`src/rtl/buzzer_pkg.sv`:
```
// Shared definitions for the buzzer arbiter: source indices, FSM states and
// per-source tone pattern descriptors.
package buzzer_pkg;

    localparam logic [1:0] SRC_KEY   = 2'd0;
    localparam logic [1:0] SRC_PASS  = 2'd1;
    localparam logic [1:0] SRC_FAIL  = 2'd2;
    localparam logic [1:0] SRC_ALARM = 2'd3;
    localparam int         NUM_SRC   = 4;

    typedef enum logic [1:0] {
        IDLE = 2'd0,
        TONE = 2'd1,
        SIL  = 2'd2
    } state_t;

    typedef struct packed {
        logic [31:0] half;
        logic [31:0] on;
        logic [31:0] off;
        logic [31:0] rep;
    } pattern_t;

    function automatic pattern_t get_pattern(
        input logic [1:0] src,
        input pattern_t   key_pat,
        input pattern_t   pass_pat,
        input pattern_t   fail_pat,
        input pattern_t   alarm_pat
    );
        case (src)
            SRC_KEY:  return key_pat;
            SRC_PASS: return pass_pat;
            SRC_FAIL: return fail_pat;
            default:  return alarm_pat;
        endcase
    endfunction

    // Zero-length segments or half-periods would make the >= (param-1) compares wrap.
    function automatic bit pattern_legal(input pattern_t pat);
        return (pat.half >= 32'd1) && (pat.on >= 32'd1) && (pat.off >= 32'd1);
    endfunction

endpackage

```
`src/rtl/buzzer_arbiter_tone_toggler.sv`:
```
// Square-wave generator: restart forces the output high with a fresh phase,
// enable keeps it toggling every HALF cycles, otherwise it idles low.
module tone_toggler #(
    parameter logic [31:0] HALF = 32'd1
) (
    input  logic clk,
    input  logic rst_n,
    input  logic enable,
    input  logic restart,
    output logic tone
);

    logic [31:0] cnt_reg;
    logic        tone_reg;

    always_ff @(posedge clk or negedge rst_n) begin
        if (!rst_n) begin
            cnt_reg  <= 32'd0;
            tone_reg <= 1'b0;
        end else if (restart) begin
            cnt_reg  <= 32'd0;
            tone_reg <= 1'b1;
        end else if (enable) begin
            if (cnt_reg >= HALF - 32'd1) begin
                cnt_reg  <= 32'd0;
                tone_reg <= ~tone_reg;
            end else begin
                cnt_reg <= cnt_reg + 32'd1;
            end
        end else begin
            cnt_reg  <= 32'd0;
            tone_reg <= 1'b0;
        end
    end

    assign tone = tone_reg;

endmodule

```
`src/rtl/buzzer_arbiter.sv`:
```
// Fixed-priority, preemptive arbiter sharing one piezo between key click,
// PASS chime, FAIL double-beep and the lockout alarm.
module buzzer_arbiter
    import buzzer_pkg::*;
#(
    parameter int unsigned KEY_HALF   = 50000,
    parameter int unsigned KEY_ON     = 10000000,
    parameter int unsigned PASS_HALF  = 25000,
    parameter int unsigned PASS_ON    = 30000000,
    parameter int unsigned FAIL_HALF  = 100000,
    parameter int unsigned FAIL_ON    = 5000000,
    parameter int unsigned FAIL_OFF   = 5000000,
    parameter int unsigned FAIL_REP   = 2,
    parameter int unsigned ALARM_HALF = 50000,
    parameter int unsigned ALARM_ON   = 25000000,
    parameter int unsigned ALARM_OFF  = 25000000,
    parameter int unsigned GAP        = 2500000
) (
    input  logic       clk,
    input  logic       RSTn,
    input  logic       key_req,
    input  logic       pass_req,
    input  logic       fail_req,
    input  logic       alarm_en,
    output logic       buzzer,
    output logic       busy,
    output logic [3:0] grant,
    output logic       done
);

    localparam pattern_t KEY_PAT   = '{half: 32'(KEY_HALF),   on: 32'(KEY_ON),
                                       off: 32'(GAP),         rep: 32'd1};
    localparam pattern_t PASS_PAT  = '{half: 32'(PASS_HALF),  on: 32'(PASS_ON),
                                       off: 32'(GAP),         rep: 32'd1};
    localparam pattern_t FAIL_PAT  = '{half: 32'(FAIL_HALF),  on: 32'(FAIL_ON),
                                       off: 32'(FAIL_OFF),    rep: 32'(FAIL_REP)};
    localparam pattern_t ALARM_PAT = '{half: 32'(ALARM_HALF), on: 32'(ALARM_ON),
                                       off: 32'(ALARM_OFF),   rep: 32'd0};

    if (!(pattern_legal(KEY_PAT) && pattern_legal(PASS_PAT) && pattern_legal(FAIL_PAT) &&
          pattern_legal(ALARM_PAT) && FAIL_REP >= 1 && FAIL_REP <= 15)) begin : g_param_check
        $error("buzzer_arbiter: HALF/ON/OFF/GAP must be >= 1 and FAIL_REP in 1..15");
    end

    state_t      state_reg, state_next;
    logic [1:0]  src_reg, src_next;
    logic [31:0] seg_reg, seg_next;
    logic [31:0] beep_reg, beep_next;
    logic [2:0]  pending_reg, pending_next;
    logic        done_reg, done_next;

    pattern_t    cur;
    logic [3:0]  req;
    logic        active;
    logic        seg_last;
    logic        more_beeps;
    logic        complete;
    logic        preempt;
    logic [1:0]  preempt_src;
    logic [2:0]  pend_merge;
    logic        pend_any;
    logic [1:0]  pend_src;
    logic        tone_start;

    always_comb begin
        cur      = get_pattern(src_reg, KEY_PAT, PASS_PAT, FAIL_PAT, ALARM_PAT);
        req      = {alarm_en, fail_req, pass_req, key_req};
        active   = (state_reg != IDLE);
        seg_last = (state_reg == TONE) ? (seg_reg >= cur.on - 32'd1)
                                       : (seg_reg >= cur.off - 32'd1);

        // Ascending scan so the highest qualifying source ends up selected.
        preempt     = 1'b0;
        preempt_src = SRC_KEY;
        for (int i = 0; i < NUM_SRC; i++) begin
            if (req[i] && (!active || 2'(i) > src_reg)) begin
                preempt     = 1'b1;
                preempt_src = 2'(i);
            end
        end

        // Pulse requests that do not start right now are remembered; alarm never is.
        pend_merge = pending_reg | (req[2:0] & ~(preempt ? (3'b001 << preempt_src) : 3'b000));
        pend_any   = |pend_merge;
        pend_src   = SRC_KEY;
        for (int i = 0; i < NUM_SRC - 1; i++) begin
            if (pend_merge[i]) begin
                pend_src = 2'(i);
            end
        end
    end

    always_comb begin
        state_next   = state_reg;
        src_next     = src_reg;
        seg_next     = seg_reg;
        beep_next    = beep_reg;
        pending_next = pend_merge;
        done_next    = 1'b0;
        tone_start   = 1'b0;
        more_beeps   = 1'b0;
        complete     = 1'b0;

        case (state_reg)
            TONE: begin
                if (seg_last) begin
                    state_next = SIL;
                    seg_next   = 32'd0;
                end else begin
                    seg_next = seg_reg + 32'd1;
                end
            end
            SIL: begin
                if (seg_last) begin
                    beep_next  = beep_reg + 32'd1;
                    more_beeps = (src_reg == SRC_FAIL)  ? (beep_reg + 32'd1 < cur.rep) :
                                 (src_reg == SRC_ALARM) ? alarm_en : 1'b0;
                    if (more_beeps) begin
                        state_next = TONE;
                        seg_next   = 32'd0;
                        tone_start = 1'b1;
                    end else begin
                        complete = 1'b1;
                    end
                end else begin
                    seg_next = seg_reg + 32'd1;
                end
            end
            default: ;
        endcase

        if (preempt) begin
            // An aborted pattern is dropped, but a coincident natural end still reports done.
            state_next = TONE;
            src_next   = preempt_src;
            seg_next   = 32'd0;
            beep_next  = 32'd0;
            tone_start = 1'b1;
            done_next  = complete;
        end else if (complete) begin
            done_next = 1'b1;
            seg_next  = 32'd0;
            beep_next = 32'd0;
            if (pend_any) begin
                state_next   = TONE;
                src_next     = pend_src;
                tone_start   = 1'b1;
                pending_next = pend_merge & ~(3'b001 << pend_src);
            end else begin
                state_next = IDLE;
            end
        end
    end

    always_ff @(posedge clk or negedge RSTn) begin
        if (!RSTn) begin
            state_reg   <= IDLE;
            src_reg     <= SRC_KEY;
            seg_reg     <= 32'd0;
            beep_reg    <= 32'd0;
            pending_reg <= 3'b000;
            done_reg    <= 1'b0;
        end else begin
            state_reg   <= state_next;
            src_reg     <= src_next;
            seg_reg     <= seg_next;
            beep_reg    <= beep_next;
            pending_reg <= pending_next;
            done_reg    <= done_next;
        end
    end

    logic [NUM_SRC-1:0] tone;

    for (genvar gi = 0; gi < NUM_SRC; gi++) begin : g_tone
        localparam pattern_t PAT = get_pattern(2'(gi), KEY_PAT, PASS_PAT, FAIL_PAT, ALARM_PAT);

        tone_toggler #(
            .HALF(PAT.half)
        ) u_tone (
            .clk    (clk),
            .rst_n  (RSTn),
            .enable (state_next == TONE && src_next == 2'(gi)),
            .restart(tone_start && src_next == 2'(gi)),
            .tone   (tone[gi])
        );
    end

    assign buzzer = |tone;
    assign busy   = (state_reg != IDLE);
    assign grant  = busy ? (4'b0001 << src_reg) : 4'b0000;
    assign done   = done_reg;

endmodule

```
`config.mk`:
```
export PLATFORM = sky130hd
export DESIGN_NAME = buzzer_arbiter
export DESIGN_NICKNAME = d
export VERILOG_FILES = /design/src/rtl/buzzer_pkg.sv /design/src/rtl/buzzer_arbiter_tone_toggler.sv /design/src/rtl/buzzer_arbiter.sv
export SDC_FILE = /design/constraint.sdc
export NUM_CORES = 1
export LEC_CHECK = 0
export BUFFER_PORTS_ARGS = -buffer_cell sky130_fd_sc_hd__clkbuf_2
export CORE_MARGIN = 3
export CORE_UTILIZATION = 25
export DETAILED_ROUTE_END_ITERATION = 12
export HOLD_SLACK_MARGIN = 0.12
export PLACE_DENSITY_LB_ADDON = 0.15
export SLEW_MARGIN = 20
export SYNTH_ARGS = -nofsm -noshare
export SYNTH_HDL_FRONTEND = slang
export SYNTH_SLANG_ARGS = --single-unit
```
`constraint.sdc`:
```
create_clock -name clk -period 4.4 [get_ports clk]
set_input_delay 0.66 -clock clk [delete_from_list [all_inputs] [get_ports clk]]
set_output_delay 0.66 -clock clk [all_outputs]
set_load 0.01 [all_outputs]
```
Word-level counts from Yosys, hierarchy flattened
Cells that the tools add are included.
{"block": "totals", "regBits": 204, "in_bits": 6, "out_inout_bits": 7, "wordCells": 159}
{"block": "classes", "add_sub_neg": 8, "order_cmp": 11, "eq_ne": 14, "n_shift": 3, "n_mux": 73, "bitwise": 9, "reduce_logical": 27}
{"operator": "$mux 32", "n": 21}
{"operator": "$pmux 89 s3", "n": 1}
{"operator": "$add 32x1->32 const B", "n": 6}
{"operator": "$ge 32x16->1 const B", "n": 2}
{"operator": "$ge 32x32->1", "n": 2}
{"operator": "$pmux 32 s2", "n": 1}
{"operator": "$sub 32x1->32 const B", "n": 2}
{"operator": "$mux 1", "n": 33}
{"operator": "$ge 32x15->1 const B", "n": 1}
{"operator": "$ge 32x17->1 const B", "n": 1}
{"operator": "$lt 32x32->1", "n": 1}
{"operator": "$mux 2", "n": 11}
{"operator": "$logic_and 1x1->1", "n": 12}
{"operator": "$mux 3", "n": 4}
{"operator": "$ne 3x3->1 const B", "n": 4}
{"operator": "$eq 2x2->1 const B", "n": 5}
{"operator": "$eq 2x1->1 const B", "n": 4}
{"operator": "$and 3x3->3", "n": 2}
{"operator": "$not 3->3", "n": 2}
{"operator": "$reduce_bool 3->1", "n": 2}
{"operator": "$shl 1x2->3 const A", "n": 2}
{"operator": "$ne 5x5->1 const B", "n": 1}
{"operator": "$gt 1x2->1 const A", "n": 2}
{"operator": "$gt 2x2->1 const A", "n": 2}
{"operator": "13 further kinds", "n": 21}

Logic depth before layout (Yosys ltp)
{"block": "logic_depth", "depth_word": 21, "depth_mapped": 20, "mapped_depth_nobuf": 17}

Modules after synthesis
Synthesis repeated with hierarchy kept, for this count alone.
{"block": "unflattened", "cells_unflattened": 1161, "area_unflattened_um2": 11172.0}
{"mod": "buzzer_arbiter", "instances": 1, "cells_per_inst": 719, "area_each_um2": 5998.3, "seq_area_each_um2": 1801.7}
{"mod": "tone_toggler at g_tone[0].u_tone ...", "instances": 2, "cells_per_inst": 111, "area_each_um2": 1297.5, "seq_area_each_um2": 825.8}
{"mod": "tone_toggler at g_tone[2].u_tone", "instances": 1, "cells_per_inst": 116, "area_each_um2": 1328.8, "seq_area_each_um2": 825.8}
{"mod": "tone_toggler at g_tone[1].u_tone", "instances": 1, "cells_per_inst": 104, "area_each_um2": 1249.9, "seq_area_each_um2": 825.8}

Least setup slack after synthesis
OpenSTA, ideal clock, no wires.
{"block": "synth_timing", "path_type": "register -> register", "from": "register src_reg[0]", "to": "register g_tone[0].u_tone.cnt_reg[10]", "setup_ps": 97, "arrival_ps": 3887, "t_required_ps": 4303, "setup_slack_ps": 416, "path_stages_with_launch": 20, "path_buffers": 3, "synth_period_minus_slack_ps": 3984, "cell_sequence": "dfrtp_1 -> inv_1 -> ha_1 -> o21ai_0 -> ha_1 -> nand4_1 -> ha_1 -> nand2_1 -> nor4_1 -> a2111oi_0 -> a31oi_1 -> o211ai_1 -> a41oi_1 -> and3_1 -> buf_2 -> o221a_2 -> buf_4 -> inv_2 -> buf_2 -> nor4_2"}
{"block": "synth_via", "elab_chain_cells": 20, "elab_cells_between_ends": 65, "cone_classes": "add/sub (2); order compare (7); eq/ne (4); shift (1); mux (35); bitwise (3); reduce/logical (13)"}
{"element": "start, declared", "line": "buzzer_arbiter.sv:46", "text": "logic [1:0] src_reg, src_next;"}
{"element": "start signal, assigned", "line": "buzzer_arbiter.sv:165", "text": "src_reg <= src_next;"}
{"element": "branches (longest 19 deep; another with $sub 32x1->32)"}
{"element": "$mux 32 *", "line": "buzzer_arbiter_tone_toggler.sv:20", "text": "end else if (restart) begin"}
{"element": "end signal, assigned", "line": "buzzer_arbiter_tone_toggler.sv:28", "text": "cnt_reg <= cnt_reg + 32'd1;"}
{"element": "end, declared", "line": "buzzer_arbiter_tone_toggler.sv:13", "text": "logic [31:0] cnt_reg;"}
Mark *: on every way between the ends.
A chain may end at the register's enable or synchronous reset.

Worst setup path after layout
{"block": "layout_timing", "from": "register src_reg[0]", "to": "register g_tone[0].u_tone.cnt_reg[8]"}
The elaborated chain is that of the path after synthesis.

==> impl_metrics.ini <==
[setup_path]
end_kind = register
worstSetupStartpointType = register
worstPathRequired_ns = 4.85
critPathMaxFanout = 17
cp_data_arrival_time_ns = 4.58
crit_type = register to register
rr_endpoint = g_tone[0].u_tone.cnt_reg[8]
reg2reg_slack_ns = 0.27
timing.rr.start = src_reg[0]
r2r_cells = 18

[final_layout]
drive_gt1_share_pct = 14.7
finalInstanceArea_um2 = 13400
diodes = 0
layout.nets = 1293
largest_register_ffs = 128
area_growth_pct = 21.5

[grt]
overflow = 0
grt_use_total_pct = 11.8
grt_pass1_vias = 8410
antenna_found_initial = 0
grt_pass1_wl_mm = 45.9
grt_max_degree = 115

[placed_design]
io_buffers = 12
hpwlAfterDp_mm = 18.5
gp_congestion = 0.765
post_dp_cell_area_um2 = 12300
dpl_worst_slack_ns = -0.0726

[synth]
syn_area_um2 = 11000
ys.flop_type = dfrtp_1
synth_cell_types = 73
synth_top_area_cell = dfrtp_1
synth_seq_cells = 204
synth_area_leaders = dfrtp_1, ha_1, xor2_1, nor4_2, a21oi_1
netlist.area_leader.share_pct = 46.2
yosysMostFrequentCell = dfrtp_1
yosysSeqAreaShare_pct = 46.2
async_reset_ff_share_pct = 100
syn_inst = 1125
avgSynthCellArea_um2 = 9.81
ys_warn_count = 0
synth_edf_count = 0
synthTopCellsByCount = dfrtp_1, nand2_1, a21oi_1

[timing]
max_slew_margin_pct = 33.4
worst_pin_slew_ns = 0.998
hold_violations = 0
holdWs_ns = 0.143
fin_ws_ns = 0.265
finalCriticalPeriod_ns = 4.13
setup_violations = 0
finClkSkew_ns = 0.0333
drv_slew = 0
finalCritPeriodShare_pct = 94.0
max_clock_freq_mhz = 242

[hold_path]
hold_class = primary input to asynchronous set/reset pin

[cts]
cts.clk_slew.worst_paths_ns = 0.06
insertion_delay_ns = 0.55
clockBufferDepth = 3
cts_root_buffer = clkbuf_16
cts_hold_buf = 0
cts-htree-levels = 1
clock-sinks = 204
cts_buffers = 26
cts_tree = yes

[status]
run_status = completed

[routing]
via_per_inst = 4.64
vias = 8509
totalWireLength_mm = 27.5
wl_per_cell_um = 15.0
drt-initial-drc-count = 514
drt_pass1_iterations = 5
drc = 0
ant_nets = 0

[power_and_ir_drop]
power_w = 0.00671
p_leak_nw = 5.68
powerDensity_nw_per_um2 = 500
ir_drop_v = 0.000222

[die]
start_util_pct = 25.5
io_pins = 13
rows = 76
die_h_um = 216
dieArea_um2 = 46700
fp.dieW_um = 216
coreArea_um2 = 43400

[flow_run]
maxCapViolCount = 0
[cell families (layout without fill, tap and decap cells)]
group                      count (synthesis)  after routing  synth area share, %
and+or+nand+nor                          443            443                 23.4
AOI/OAI and AO/OA                        245            245                 13.7
DFF                                      204            204                 46.2
buffers and inverters                     96            155                 3.84
xor gates and xnor gates                  71             71                 5.63
adders and majority gates                 57             57                 6.46
muxes                                      7              7                0.669
other                                      2             67               0.0680
[per-layer routing]
layer  track usage (%)  vias to the layer above  wire, um
li1                  -                     4275         -
met1              17.1                     4092     13800
met2              18.6                      110     12200
met3              1.70                       32      1030
met4              2.98                        0       464
met5                 0                        -         0
[worst max-delay path: stages, from the launching register on]
cell      delay [ns]
dfrtp_1         0.42
buf_4           0.16
ha_1            0.22
o21ai_0         0.18
buf_4           0.16
ha_1            0.22
inv_1           0.07
ha_1            0.24
a211oi_1        0.23
o21ai_1         0.12
a32oi_1         0.24
a31oi_2         0.14
buf_4           0.17
o21ai_1         0.10
mux2_2          0.18
and3_1          0.18
or4b_4          0.53
buf_12          0.19
nor4_2          0.26
[per-stage QoR]
step                      instances   TNS, ns  utilization, %
after floorplan                1190         0               -
after global placement         1785         0            28.4
after detailed placement       1785    -0.590            28.4
after CTS                      1833         0            30.8
after global routing           1834  -0.00513            30.9
final                          1834         0            30.9
[worst max path at each step]
stage / slack, ns / startpoint / depth (start not counted) / to
2_1_floorplan: 0.42 / src_reg[0] / 19 / g_tone[0].u_tone.cnt_reg[10]
3_3_place_gp: 0.04 / src_reg[0] / 18 / g_tone[1].u_tone.cnt_reg[5]
3_5_place_dp: -0.07 / src_reg[0] / 19 / g_tone[0].u_tone.cnt_reg[4]
4_1_cts: 0.03 / src_reg[0] / 18 / g_tone[0].u_tone.cnt_reg[5]
5_1_grt: -0.005 / src_reg[0] / 18 / g_tone[0].u_tone.cnt_reg[8]
6_report: 0.27 / src_reg[0] / 18 / g_tone[0].u_tone.cnt_reg[8]
[final cells by class]
cell class / count / area (um2)
clock buffers: 30 / 706
clock inverters: 17 / 285
fillers: 4552 / 29900
inverters: 34 / 128
multi-input cells: 890 / 5860
flip-flops and latches: 204 / 5100
well taps: 585 / 732
repair buffers: 74 / 603
[cells in the final DEF (no fill, tap or decap), drive strengths merged, types with 40 or more instances in the layout]
cell type | netlist | layout
o21ai | 69 | 69
nand2 | 91 | 91
nor2 | 54 | 54
and3 | 40 | 40
nor3 | 46 | 46
buf | 30 | 62
conb | 2 | 67
xor2 | 44 | 44
nor4 | 61 | 61
dfrtp | 204 | 204
a21oi | 70 | 70
nand3 | 68 | 68
clkbuf | 32 | 42
ha | 57 | 57
[where the power goes]
part	switching (W)	internal, W
Combinational	0.00148	0.000829
Sequential	0.0000404	0.00195
Clock	0.000849	0.00156
Total	0.00237	0.00434
[timing repair]
action                     in CTS  in global routing
resized for setup               4                 11
buffers inserted                1                  0
pin swaps                       1                  5
setup endpoints to repair      49                 73
cloned                          0                  1
Power figures use the tool's default switching activity.
